`src/rtl/bt_frame_ctrl.sv`:
```
// ---------------------------------------------------------------------------
// bt_frame_ctrl
//
// Frame controller for the Bluetooth UART link. Owns the UART receiver's
// reset line and assembles received bytes into command frames of the form
//    HEADER, CMD, LEN, PAYLOAD[LEN], CSUM
// where CSUM is the XOR of CMD, LEN and every payload byte. Checked frames
// are presented to the game command decoder through a valid/ready handshake.
//
// Ports
//    clk            system clock
//    rst            synchronous active-high reset
//    en             controller enable; low holds the receiver in reset and
//                   the FSM in IDLE
//    rx_data        received byte, qualified by rx_valid
//    rx_valid       one-cycle strobe per received byte
//    rx_rst         active-high reset to the UART receiver
//    frame_valid    checked frame available
//    frame_ready    consumer accepts the frame
//    frame_cmd      command byte of the held frame
//    frame_len      payload length of the held frame
//    frame_payload  payload byte i at [8i+7:8i], unused bytes zero
//    err_csum       one-cycle pulse, checksum mismatch
//    err_len        one-cycle pulse, length above MAX_LEN
//    err_timeout    one-cycle pulse, inter-byte timeout inside a frame
//    err_overrun    one-cycle pulse, byte arrived while a frame was held
//    busy           FSM not in IDLE
//
// state | meaning
// ------+--------------------------------------------------------------
// IDLE  | hunting for the header byte
// CMD   | waiting for the command byte
// LEN   | waiting for the length byte
// DATA  | collecting payload bytes
// CSUM  | waiting for the checksum byte
// HOLD  | checked frame presented, waiting for frame_ready
// ---------------------------------------------------------------------------
module bt_frame_ctrl #(
    parameter logic [7:0] HEADER      = 8'hAA,
    parameter int         MAX_LEN     = 4,
    parameter int         TIMEOUT_CYC = 100000
) (
    input  logic                   clk,
    input  logic                   rst,
    input  logic                   en,
    input  logic [7:0]             rx_data,
    input  logic                   rx_valid,
    output logic                   rx_rst,
    output logic                   frame_valid,
    input  logic                   frame_ready,
    output logic [7:0]             frame_cmd,
    output logic [2:0]             frame_len,
    output logic [8*MAX_LEN-1:0]   frame_payload,
    output logic                   err_csum,
    output logic                   err_len,
    output logic                   err_timeout,
    output logic                   err_overrun,
    output logic                   busy
);

    localparam int                CNT_W  = $clog2(TIMEOUT_CYC);
    localparam logic [CNT_W-1:0]  CNT_TC = CNT_W'(TIMEOUT_CYC - 1);

    typedef enum logic [2:0] {
        S_IDLE = 3'd0,
        S_CMD  = 3'd1,
        S_LEN  = 3'd2,
        S_DATA = 3'd3,
        S_CSUM = 3'd4,
        S_HOLD = 3'd5
    } state_t;

    state_t                 state_q;
    logic [CNT_W-1:0]       cnt_q;
    logic [7:0]             csum_q;
    logic [7:0]             cmd_q;
    logic [2:0]             len_q;
    logic [2:0]             idx_q;
    logic [8*MAX_LEN-1:0]   pay_q;

    logic                   rx_rst_q;
    logic                   frame_valid_q;
    logic [7:0]             frame_cmd_q;
    logic [2:0]             frame_len_q;
    logic [8*MAX_LEN-1:0]   frame_payload_q;
    logic                   err_csum_q;
    logic                   err_len_q;
    logic                   err_timeout_q;
    logic                   err_overrun_q;
    logic                   busy_q;

    logic                   in_frame;
    logic                   timeout_fire;

    assign in_frame = (state_q == S_CMD) || (state_q == S_LEN) ||
                      (state_q == S_DATA) || (state_q == S_CSUM);

    // A byte landing in the expiry cycle wins over the timeout.
    assign timeout_fire = en && in_frame && !rx_valid && (cnt_q == CNT_TC);

    always_ff @(posedge clk) begin
        if (rst) begin
            state_q         <= S_IDLE;
            cnt_q           <= '0;
            csum_q          <= '0;
            cmd_q           <= '0;
            len_q           <= '0;
            idx_q           <= '0;
            pay_q           <= '0;
            rx_rst_q        <= 1'b1;
            frame_valid_q   <= 1'b0;
            frame_cmd_q     <= '0;
            frame_len_q     <= '0;
            frame_payload_q <= '0;
            err_csum_q      <= 1'b0;
            err_len_q       <= 1'b0;
            err_timeout_q   <= 1'b0;
            err_overrun_q   <= 1'b0;
            busy_q          <= 1'b0;
        end else begin
            err_csum_q    <= 1'b0;
            err_len_q     <= 1'b0;
            err_timeout_q <= 1'b0;
            err_overrun_q <= 1'b0;
            rx_rst_q      <= ~en | timeout_fire;

            if (!en) begin
                // Disabling silently abandons any partial or held frame.
                state_q       <= S_IDLE;
                cnt_q         <= '0;
                frame_valid_q <= 1'b0;
                busy_q        <= 1'b0;
            end else if (timeout_fire) begin
                state_q       <= S_IDLE;
                cnt_q         <= '0;
                err_timeout_q <= 1'b1;
                busy_q        <= 1'b0;
            end else begin
                if (rx_valid || !in_frame) begin
                    cnt_q <= '0;
                end else begin
                    cnt_q <= cnt_q + 1'b1;
                end

                case (state_q)
                    S_IDLE: begin
                        if (rx_valid && (rx_data == HEADER)) begin
                            state_q <= S_CMD;
                            busy_q  <= 1'b1;
                        end
                    end

                    S_CMD: begin
                        if (rx_valid) begin
                            cmd_q   <= rx_data;
                            csum_q  <= rx_data;
                            state_q <= S_LEN;
                        end
                    end

                    S_LEN: begin
                        if (rx_valid) begin
                            csum_q <= csum_q ^ rx_data;
                            if (rx_data > 8'(MAX_LEN)) begin
                                err_len_q <= 1'b1;
                                state_q   <= S_IDLE;
                                busy_q    <= 1'b0;
                            end else begin
                                // Payload is cleared for zero-length frames too,
                                // so unused bytes always read back as zero.
                                len_q   <= rx_data[2:0];
                                idx_q   <= '0;
                                pay_q   <= '0;
                                state_q <= (rx_data == 8'd0) ? S_CSUM : S_DATA;
                            end
                        end
                    end

                    S_DATA: begin
                        if (rx_valid) begin
                            for (int i = 0; i < MAX_LEN; i++) begin
                                if (idx_q == 3'(i)) begin
                                    pay_q[8*i +: 8] <= rx_data;
                                end
                            end
                            csum_q <= csum_q ^ rx_data;
                            idx_q  <= idx_q + 3'd1;
                            if (idx_q == (len_q - 3'd1)) begin
                                state_q <= S_CSUM;
                            end
                        end
                    end

                    S_CSUM: begin
                        if (rx_valid) begin
                            if (rx_data == csum_q) begin
                                // Outputs only change on a fully checked frame.
                                frame_cmd_q     <= cmd_q;
                                frame_len_q     <= len_q;
                                frame_payload_q <= pay_q;
                                frame_valid_q   <= 1'b1;
                                state_q         <= S_HOLD;
                            end else begin
                                err_csum_q <= 1'b1;
                                state_q    <= S_IDLE;
                                busy_q     <= 1'b0;
                            end
                        end
                    end

                    S_HOLD: begin
                        // A byte here is dropped even if the frame is taken
                        // in the same cycle.
                        if (rx_valid) begin
                            err_overrun_q <= 1'b1;
                        end
                        if (frame_ready) begin
                            frame_valid_q <= 1'b0;
                            state_q       <= S_IDLE;
                            busy_q        <= 1'b0;
                        end
                    end

                    default: begin
                        state_q <= S_IDLE;
                        busy_q  <= 1'b0;
                    end
                endcase
            end
        end
    end

    assign rx_rst        = rx_rst_q;
    assign frame_valid   = frame_valid_q;
    assign frame_cmd     = frame_cmd_q;
    assign frame_len     = frame_len_q;
    assign frame_payload = frame_payload_q;
    assign err_csum      = err_csum_q;
    assign err_len       = err_len_q;
    assign err_timeout   = err_timeout_q;
    assign err_overrun   = err_overrun_q;
    assign busy          = busy_q;

endmodule

```
`config.mk`:
```
export PLATFORM = sky130hd
export DESIGN_NAME = bt_frame_ctrl
export DESIGN_NICKNAME = d
export VERILOG_FILES = /design/src/rtl/bt_frame_ctrl.sv
export SDC_FILE = /design/constraint.sdc
export NUM_CORES = 1
export LEC_CHECK = 0
export CAP_MARGIN = 10
export CORE_UTILIZATION = 60
export CTS_CLUSTER_SIZE = 25
export DETAILED_ROUTE_END_ITERATION = 10
export PLACE_DENSITY = 0.82
export SYNTH_ARGS = -nofsm -noshare
export SYNTH_HDL_FRONTEND = slang
export SYNTH_SLANG_ARGS = --single-unit
```
`constraint.sdc`:
```
create_clock -name clk -period 3.6 [get_ports clk]
set_input_delay 0.36 -clock clk [delete_from_list [all_inputs] [get_ports clk]]
set_output_delay 0.36 -clock clk [all_outputs]
set_load 0.02 [all_outputs]
```
## Word level (Yosys, flattened, before mapping)

Index checks and enable logic that the tools add are counted.

- Register bits after elaboration: 124
- Input port bits: 13
- Output and inout port bits: 50
- Word-level logic and storage cells: 138

- Magnitude comparators: 1
- Reduce and logical (&&, ||, !) cells: 36
- Multiplexer cells: 40
- Bitwise operators: 10
- $add $sub $neg: 3
- Equal/unequal tests: 28

Operators with widths:

| kind | number |
|---|---|
| $mux 32 | 3 |
| $pmux 32 s2 | 1 |
| $mux 8 | 6 |
| $reduce_and 7->1 | 6 |
| $mux 3 | 13 |
| $reduce_and 5->1 | 4 |
| $pmux 3 s6 | 1 |
| $add 17x1->17 const B | 1 |
| $eq 17x17->1 const B | 1 |
| $ne 2x1->1 const B | 8 |
| $ne 2x2->1 const B | 8 |
| $pmux 8 s2 | 1 |
| $eq 3x2->1 const B | 4 |
| $mux 1 | 12 |
| $reduce_or 5->1 | 2 |
| $eq 8x8->1 | 1 |
| $eq 8x8->1 const B | 1 |
| $gt 8x3->1 const B | 1 |
| $logic_not 8->1 | 1 |
| $not 1->1 | 8 |
| $reduce_or 4->1 | 2 |
| $xor 8x8->8 | 1 |
| $eq 3x1->1 const B | 2 |
| $eq 3x3->1 const B | 2 |
| 16 further kinds | 28 |

## Logic depth before layout (Yosys ltp)

Gate-level depths: netlist (run 1).

- Depth after elaboration: 9
- Mapped depth: 8
- Mapped depth without buffers: 7

## Least setup slack after synthesis (run 1)

Ideal clock, no wire load.

- Path kind: input port to flip-flop
- Start: input rx_data[6]
- End: register frame_cmd_q[0], in the netlist frame_cmd[0]
- Data required time: 3.528 ns
- Library setup time: 0.072 ns
- Stages on the path: 8
- Arrival time: 1.760 ns
- Setup slack: 1.769 ns
- Path buffers: 3
- Cells stage by stage: clkbuf_2 xnor2_1 nand4_1 or3_1 nor3_2 buf_4 buf_8 mux2i_1

- Longest elaborated chain between the ends: 2

Ends and longest elaborated chain:

| what | RTL line | source |
|---|---|---|
| start, declared | 46 | `input logic [7:0] rx_data,` |
| $eq 8x8->1 | 196 | `if (rx_data == csum_q) begin` |
| $reduce_and 5->1 (no source line) | -- |  |
| end signal, assigned | 198 | `frame_cmd_q <= cmd_q;` |
| end, declared | 83 | `logic [7:0] frame_cmd_q;` |

No other way between the ends.
A chain may end at the register's enable or synchronous reset.

## Worst setup path after layout (run 1)

- Start: register state_q[1]
- End: register idx_q[2]

- Longest elaborated chain between the ends: 9
- Elaborated cells on any way between the ends: 17
- Those cells by class: eq/ne: 7; mux: 1; bitwise: 1; reduce/logical: 8

Ends and longest elaborated chain:

| what | RTL line | source |
|---|---|---|
| start, declared | 73 | `state_t state_q;` |
| start signal, assigned | 174 | `state_q <= (rx_data == 8'd0) ? S_CSUM : S_DATA;` |
| $eq 3x1->1 or $eq 3x2->1 (tied branches) | 95, 145 |  |
| $logic_or 1x1->1 (2 in a row) | 95 | `assign in_frame = (state_q == S_CMD) \|\| (state_q == S_LEN) \|\|` |
| $logic_or 1x1->1 | 96 | `(state_q == S_DATA) \|\| (state_q == S_CSUM);` |
| $logic_and 1x1->1 (3 in a row) | 99 | `assign timeout_fire = en && in_frame && !rx_valid && (cnt_q == CNT_TC);` |
| $not 1->1 (no source line) | -- |  |
| $reduce_and 6->1 (no source line) | -- |  |
| end signal, assigned | 187 | `idx_q <= idx_q + 3'd1;` |
| end, declared | 78 | `logic [2:0] idx_q;` |

Several ways; a longest one is shown, not always the timed one.

==> impl_metrics.ini, run 1 <==
[pwr]
p_switching_uw = 675
peakVddDrop_mv = 0.342
p_total_mw = 3.21
clock_power_share_pct = 54.9
combinationalPowerShare_pct = 2.3
p_int_mw = 2.53
switching_share_pct = 21.0
p_leak_nw = 2.47
power_density_nw_per_um2 = 478
power_frac_seq_pct = 42.8

[yosys]
yosys.cell_count.top_type = dfxtp_1
netlist_top_cells_count = 124 x dfxtp_1, 89 x nand2b_1, 78 x mux2i_1, 40 x nand2_1, 38 x nor2_1
synth.largest_area_cell = dfxtp_1
ys_ff_latch = 124
synth_top_area_share_pct = 45.0
ys_seq_area_share_pct = 45.0
synth_fa_ha_area_share_pct = 1.59
synth_top_family_by_area = simple AND/OR/NAND/NOR gates
synth.net_count = 595
syn_area_per_cell_um2 = 9.60
synth.area.mux_share_pct = 14.1
synth_area_leaders = dfxtp_1 45%, mux2i_1 14%, nand2b_1 10%
syn-instance-count = 575
yosys_warnings = 0
synth_xor_area_share_pct = 4.38
yosys.area_share.simple_pct = 22.8
synth_edf_count = 0
ys.flop_type = dfxtp_1
synth_compound_area_share_pct = 7.44
synth_area_um2 = 5520
synth_cell_types = 48
async_flop_share_pct = 0

[final_layout]
stdcell_count = 744
fill_cells = 620
drive_gt1_share_pct = 7.39
nNetsFinal = 643
design_area_um2 = 6710
post-route-util_pct = 76.2
area.growth.synth_to_final_pct = 21.6
antennaDiodeCount = 0

[sta]
skew_ps = 9.26
min_period_ps = 2200
final.setup.tns_ps = 0
worstMarginPinSlew_ps = 834
finalSetupViolCount = 0
rsz0062_at_grt = false
fmax_ghz = 0.455
maxSlewViolCount = 0
fin_crit_sh_pct = 61.0
slew_headroom_pct = 43.9
hold_viol = 0

[setup_path]
critPathBufInv = 0
crit_family = simple AND/OR/NAND/NOR gates
r2r_start = state_q[1]
start_kind = flip-flop
rrSetupSlack_ps = 1400
cpMaxStageDelayCell = dfxtp_1
critical_path_class = flip-flop to flip-flop
path_cells = nand2b_1 > nor2_4 > o21ai_0 > o41ai_1
worst-path-max-fanout = 21
crit_path_start = state_q[1]
r2r-end = idx_q[2]
endpoint_kind = flip-flop
ff2ff_path_depth = 4
crit_required_ps = 4020
max_stage_delay_ps = 540
cp.arrival_ps = 2610

[detailed_routing]
firstDrtPassIters = 8
drcViolationCount = 4
drt_iter0_markers = 254
wirelength_um = 12000
vias_per_cell = 5.67
drt-wirelength-per-cell_um = 16.1
vias = 4222
ant_nets = 0

[floorplanning]
dieHeight_um = 97.9
die_area_um2 = 9590
coreArea_um2 = 8810
io_pins = 63
initial_utilization_pct = 62.7
die_w_um = 97.9
rows = 34

[global_routing]
antenna_found_initial = 0
grt_max_degree = 63
grt_pass1_vias = 4069
grt_pass1_wl_um = 19800
grt-ovfl-total = 0
track_usage_pct = 26.3

[clocking]
cts_tree = built
clk-insertion-delay-late_ps = 520
postCtsSetupBuffers = 0
cts.clk_slew.worst_paths_ps = 60
cts.path.max_buffers = 2
holdBufCountCts = 0
htree_levels = 4
cts_buffers = 17
cts_root_buf = clkbuf_8
post_cts_resized = 0
clock-sinks = 124

[flow_run]
maxCapViolations = 0

[place]
hpwlAfterDp_um = 7590
dpl_cell_area_um2 = 6100
dp.cells = 712
gp_congestion = 0.850
numPortBuffers = 62

[run_status]
status = finished with violations
violations = design-rule violations

[worst_hold_path]
hold_depth = 2
hp-start = cmd_q[7]
hold-path-endpoint = cmd_q[7]
hp-class = flip-flop to flip-flop
## through the flow
stage / hold WS (ps) / setup slack [ps]
global placement: 445 / 1040
floorplan: 430 / 1770
detailed placement: 453 / 967
finish: 461 / 1400
global route: 464 / 1180
CTS: 461 / 1430
## cell families after synthesis
group                    count (synthesis)
AND/OR/NAND/NOR                        230
flip-flops                             124
multiplexers                            78
AO/OA/AOI/OAI                           60
buffers and inverters                   50
XOR/XNOR                                26
adder cells (fa/ha/maj)                  7
## power by group through the flow
stage / Clock, mW / Sequential (mW) / Combinational (mW)
finish: 1.76 / 1.37 / 0.0730
global route: 1.84 / 1.37 / 0.0778
CTS: 1.77 / 1.37 / 0.0722
detailed placement: 0 / 1.40 / 0.0718
global placement: 0 / 1.40 / 0.0708
floorplan: 0 / 1.40 / 0.0494
## tightest hold or removal path: stages, from the launching register on
cell     delay (ps)
dfxtp_1         310
nand2_1          50
a21oi_1          50
## state kept, by name, summed over array words and instances (netlist names)
register       count
busy               1
cmd_q              8
cnt_q             17
csum_q             8
err_csum           1
err_len            1
err_overrun        1
err_timeout        1
frame_cmd          8
frame_len          3
frame_payload     32
frame_valid        1
idx_q              3
len_q              3
pay_q             32
rx_rst             1
state_q            3
## placed cells by master (no fill, tap or decap), types with 12 or more instances in the layout
cell type        instances
clkbuf_16               16
clkdlybuf4s50_1         61
dfxtp_1                124
inv_1                   14
mux2i_1                 78
nand2_1                 40
nand2b_1                89
nand3_1                 19
nor2_1                  38
o21ai_0                 22
xnor2_1                 12
xor2_1                  13
## cell type report
cell class	instances	area, µm²	share of cell area [%]
clock buffers	18	418	6.23
clock inverters	14	191	2.85
inverters	14	52.6	0.783
multi-input cells	401	2780	41.5
flip-flops and latches	124	2480	37.0
well taps	108	135	2.01
repair buffers	65	651	9.69
## how the worst max path moves through the flow
stage	to	slack [ps]	cells past startpoint
after floorplan	frame_cmd[0]	1770	8
after global placement	frame_payload[7]	1040	7
after detailed placement	frame_payload[11]	970	7
after CTS	idx_q[2]	1430	4
after global routing	idx_q[1]	1180	5
final	idx_q[2]	1400	4
## layer usage
layer | vias up | GRT usage (%) | share of wire [%]
li1 | 2048 | - | -
met1 | 2025 | 32.8 | 45
met2 | 124 | 42.6 | 48
met3 | 25 | 7.80 | 4.9
met4 | 0 | 10.4 | 2.2
met5 | - | 0 | 0
No activity file was read; power rests on OpenSTA's default activity.
==> run 2: changes to the inputs <==
--- a/config.mk
+++ b/config.mk
@@ -6,10 +6,10 @@
 export NUM_CORES = 1
 export LEC_CHECK = 0
 export CAP_MARGIN = 10
-export CORE_UTILIZATION = 60
+export CORE_UTILIZATION = 51
 export CTS_CLUSTER_SIZE = 25
 export DETAILED_ROUTE_END_ITERATION = 10
-export PLACE_DENSITY = 0.82
+export PLACE_DENSITY = 0.74
 export SYNTH_ARGS = -nofsm -noshare
 export SYNTH_HDL_FRONTEND = slang
 export SYNTH_SLANG_ARGS = --single-unit
==> constraint.sdc (replaced) <==
create_clock -name clk -period 1.8 [get_ports clk]
set_input_delay 0.18 -clock clk [delete_from_list [all_inputs] [get_ports clk]]
set_output_delay 0.18 -clock clk [all_outputs]
set_load 0.02 [all_outputs]
==> impl_metrics.ini, run 2 (synthesized netlist as in run 1, its figures left out) <==
[run_status]
status = finished with violations
violations = negative setup slack

[sta]
hold_viol = 0
fin_crit_sh_pct = 103
whs_ps = 159
maxSlewViolCount = 0
slew_headroom_pct = 65.3
rsz0062_at_grt = true
fmax_ghz = 0.538
skew_ps = 6.77
min_period_ps = 1860
finalSetupViolCount = 25
fin_ws_ps = -59.5
final.setup.tns_ps = -738
worstMarginPinSlew_ps = 517

[pwr]
power_frac_seq_pct = 42.9
combinationalPowerShare_pct = 3.0
peakVddDrop_mv = 0.648
power_density_nw_per_um2 = 854
switching_share_pct = 21.3
p_leak_nw = 2.89
clock_power_share_pct = 54.1
p_int_mw = 5.04
p_switching_mw = 1.36

[global_routing]
grt-ovfl-total = 0
grt_max_degree = 55
grt_pass1_vias = 4320
grt_pass1_wl_um = 21200
antenna_found_initial = 0
track_usage_pct = 24.2

[final_layout]
final_common_cell = dfxtp_1
stdcell_count = 837
drive_gt1_share_pct = 19.5
area.growth.synth_to_final_pct = 35.9
final_cell_mix = 114 x dfxtp_1, 89 x nand2b_1, 76 x mux2i_1
antennaDiodeCount = 0
nNetsFinal = 708

[clocking]
clock-sinks = 124
cts_tree = built
htree_levels = 4
clk-insertion-delay-late_ps = 530
cts.clk_slew.worst_paths_ps = 60
holdBufCountCts = 0
cts_buffers = 17
cts.path.max_buffers = 2
cts_root_buf = clkbuf_8

[place]
dp.cells = 795
dp_slack_ps = -479
hpwlAfterDp_um = 8370
gp_congestion = 0.881
numPortBuffers = 62

[setup_path]
start_kind = flip-flop
max_stage_delay_ps = 430
crit_required_ps = 2250
critical_path_class = flip-flop to flip-flop
cp.arrival_ps = 2310
cpMaxStageDelayCell = or3_4
path_cells = xnor2_2 > nand2_1 > or3_4 > nor3_4 > buf_6 > buf_12 > mux2i_2
worst-path-max-fanout = 8
endpoint_kind = flip-flop
rrSetupSlack_ps = -60

[detailed_routing]
ant_nets = 0
drcViolationCount = 0
vias_per_cell = 5.30
drt-wirelength-per-cell_um = 15.8
vias = 4432
wirelength_um = 13200
drt_iter0_markers = 233
firstDrtPassIters = 5

[floorplanning]
die_w_um = 106
die_area_um2 = 11200
io_pins = 63
dieHeight_um = 106
coreArea_um2 = 10400
initial_utilization_pct = 53.0
rows = 37

[flow_run]
maxCapViolations = 0

[worst_hold_path]
hp-class = primary input to flip-flop
run 2: cell count changes in the layout (fill, tap and decap cells not counted), moves of 6 or more:
cell	previous run	this run
buf_12	1	8
buf_4	2	54
dfxtp_1	124	114
dfxtp_2	0	9
xnor2_1	12	6
xnor2_2	0	6
run 2: per-stage QoR:
stage                     util (%)  cell area (µm²)  total power, mW
after floorplan                  -             5530             2.91
after global placement        63.7             6630             2.98
after detailed placement      63.7             6630             2.98
final                         72.0             7500             6.40
after CTS                     70.8             7370             6.43
after global routing          72.0             7500             6.60
run 2: area by class of cell:
class,count,area (µm²)
clock buffer,20,445
clock inverter,12,160
fill,751,2920
inverter,14,52.6
multi-input combinational,401,2860
sequential,124,2500
tap,136,170
timing repair buffer,130,1310
run 2: worst paths after layout:
| path | start | cells past startpoint | to |
|---|---|---|---|
| setup / recovery | csum_q[4] | 7 | frame_payload[16] |
| hold / removal | rst | 3 | frame_payload[2] |
| setup reg to reg | csum_q[4] | 7 | frame_payload[16] |
| hold reg to reg | cmd_q[1] | 2 | cmd_q[1] |
run 2: what timing repair did:
item / in CTS / in global routing
setup endpoints to repair: 48 / 48
setup buffers: 5 / 2
resized for setup: 19 / 13
gates cloned: 2 / 2
pin swaps: 5 / 8
run 2: power by group through the flow:
stage	combinational [mW]	sequential (mW)	clock [mW]
floorplan	0.0988	2.81	0
global placement	0.176	2.81	0
detailed placement	0.177	2.81	0
CTS	0.182	2.75	3.50
global route	0.203	2.74	3.65
finish	0.192	2.75	3.47
run 2: critical path: cells and delay by family, from the launching register on:
family | cells | cell delay, ps
buf+inv | 2 | 340
xor+xnor | 1 | 140
mux | 1 | 210
simple gates | 3 | 720
flops | 1 | 360
run 2: routing by layer:
layer / wire length [µm] / track usage (%)
met1: 5880 / 31.0
met2: 6500 / 39.3
met3: 619 / 6.01
met4: 245 / 9.03
met5: 0 / 0
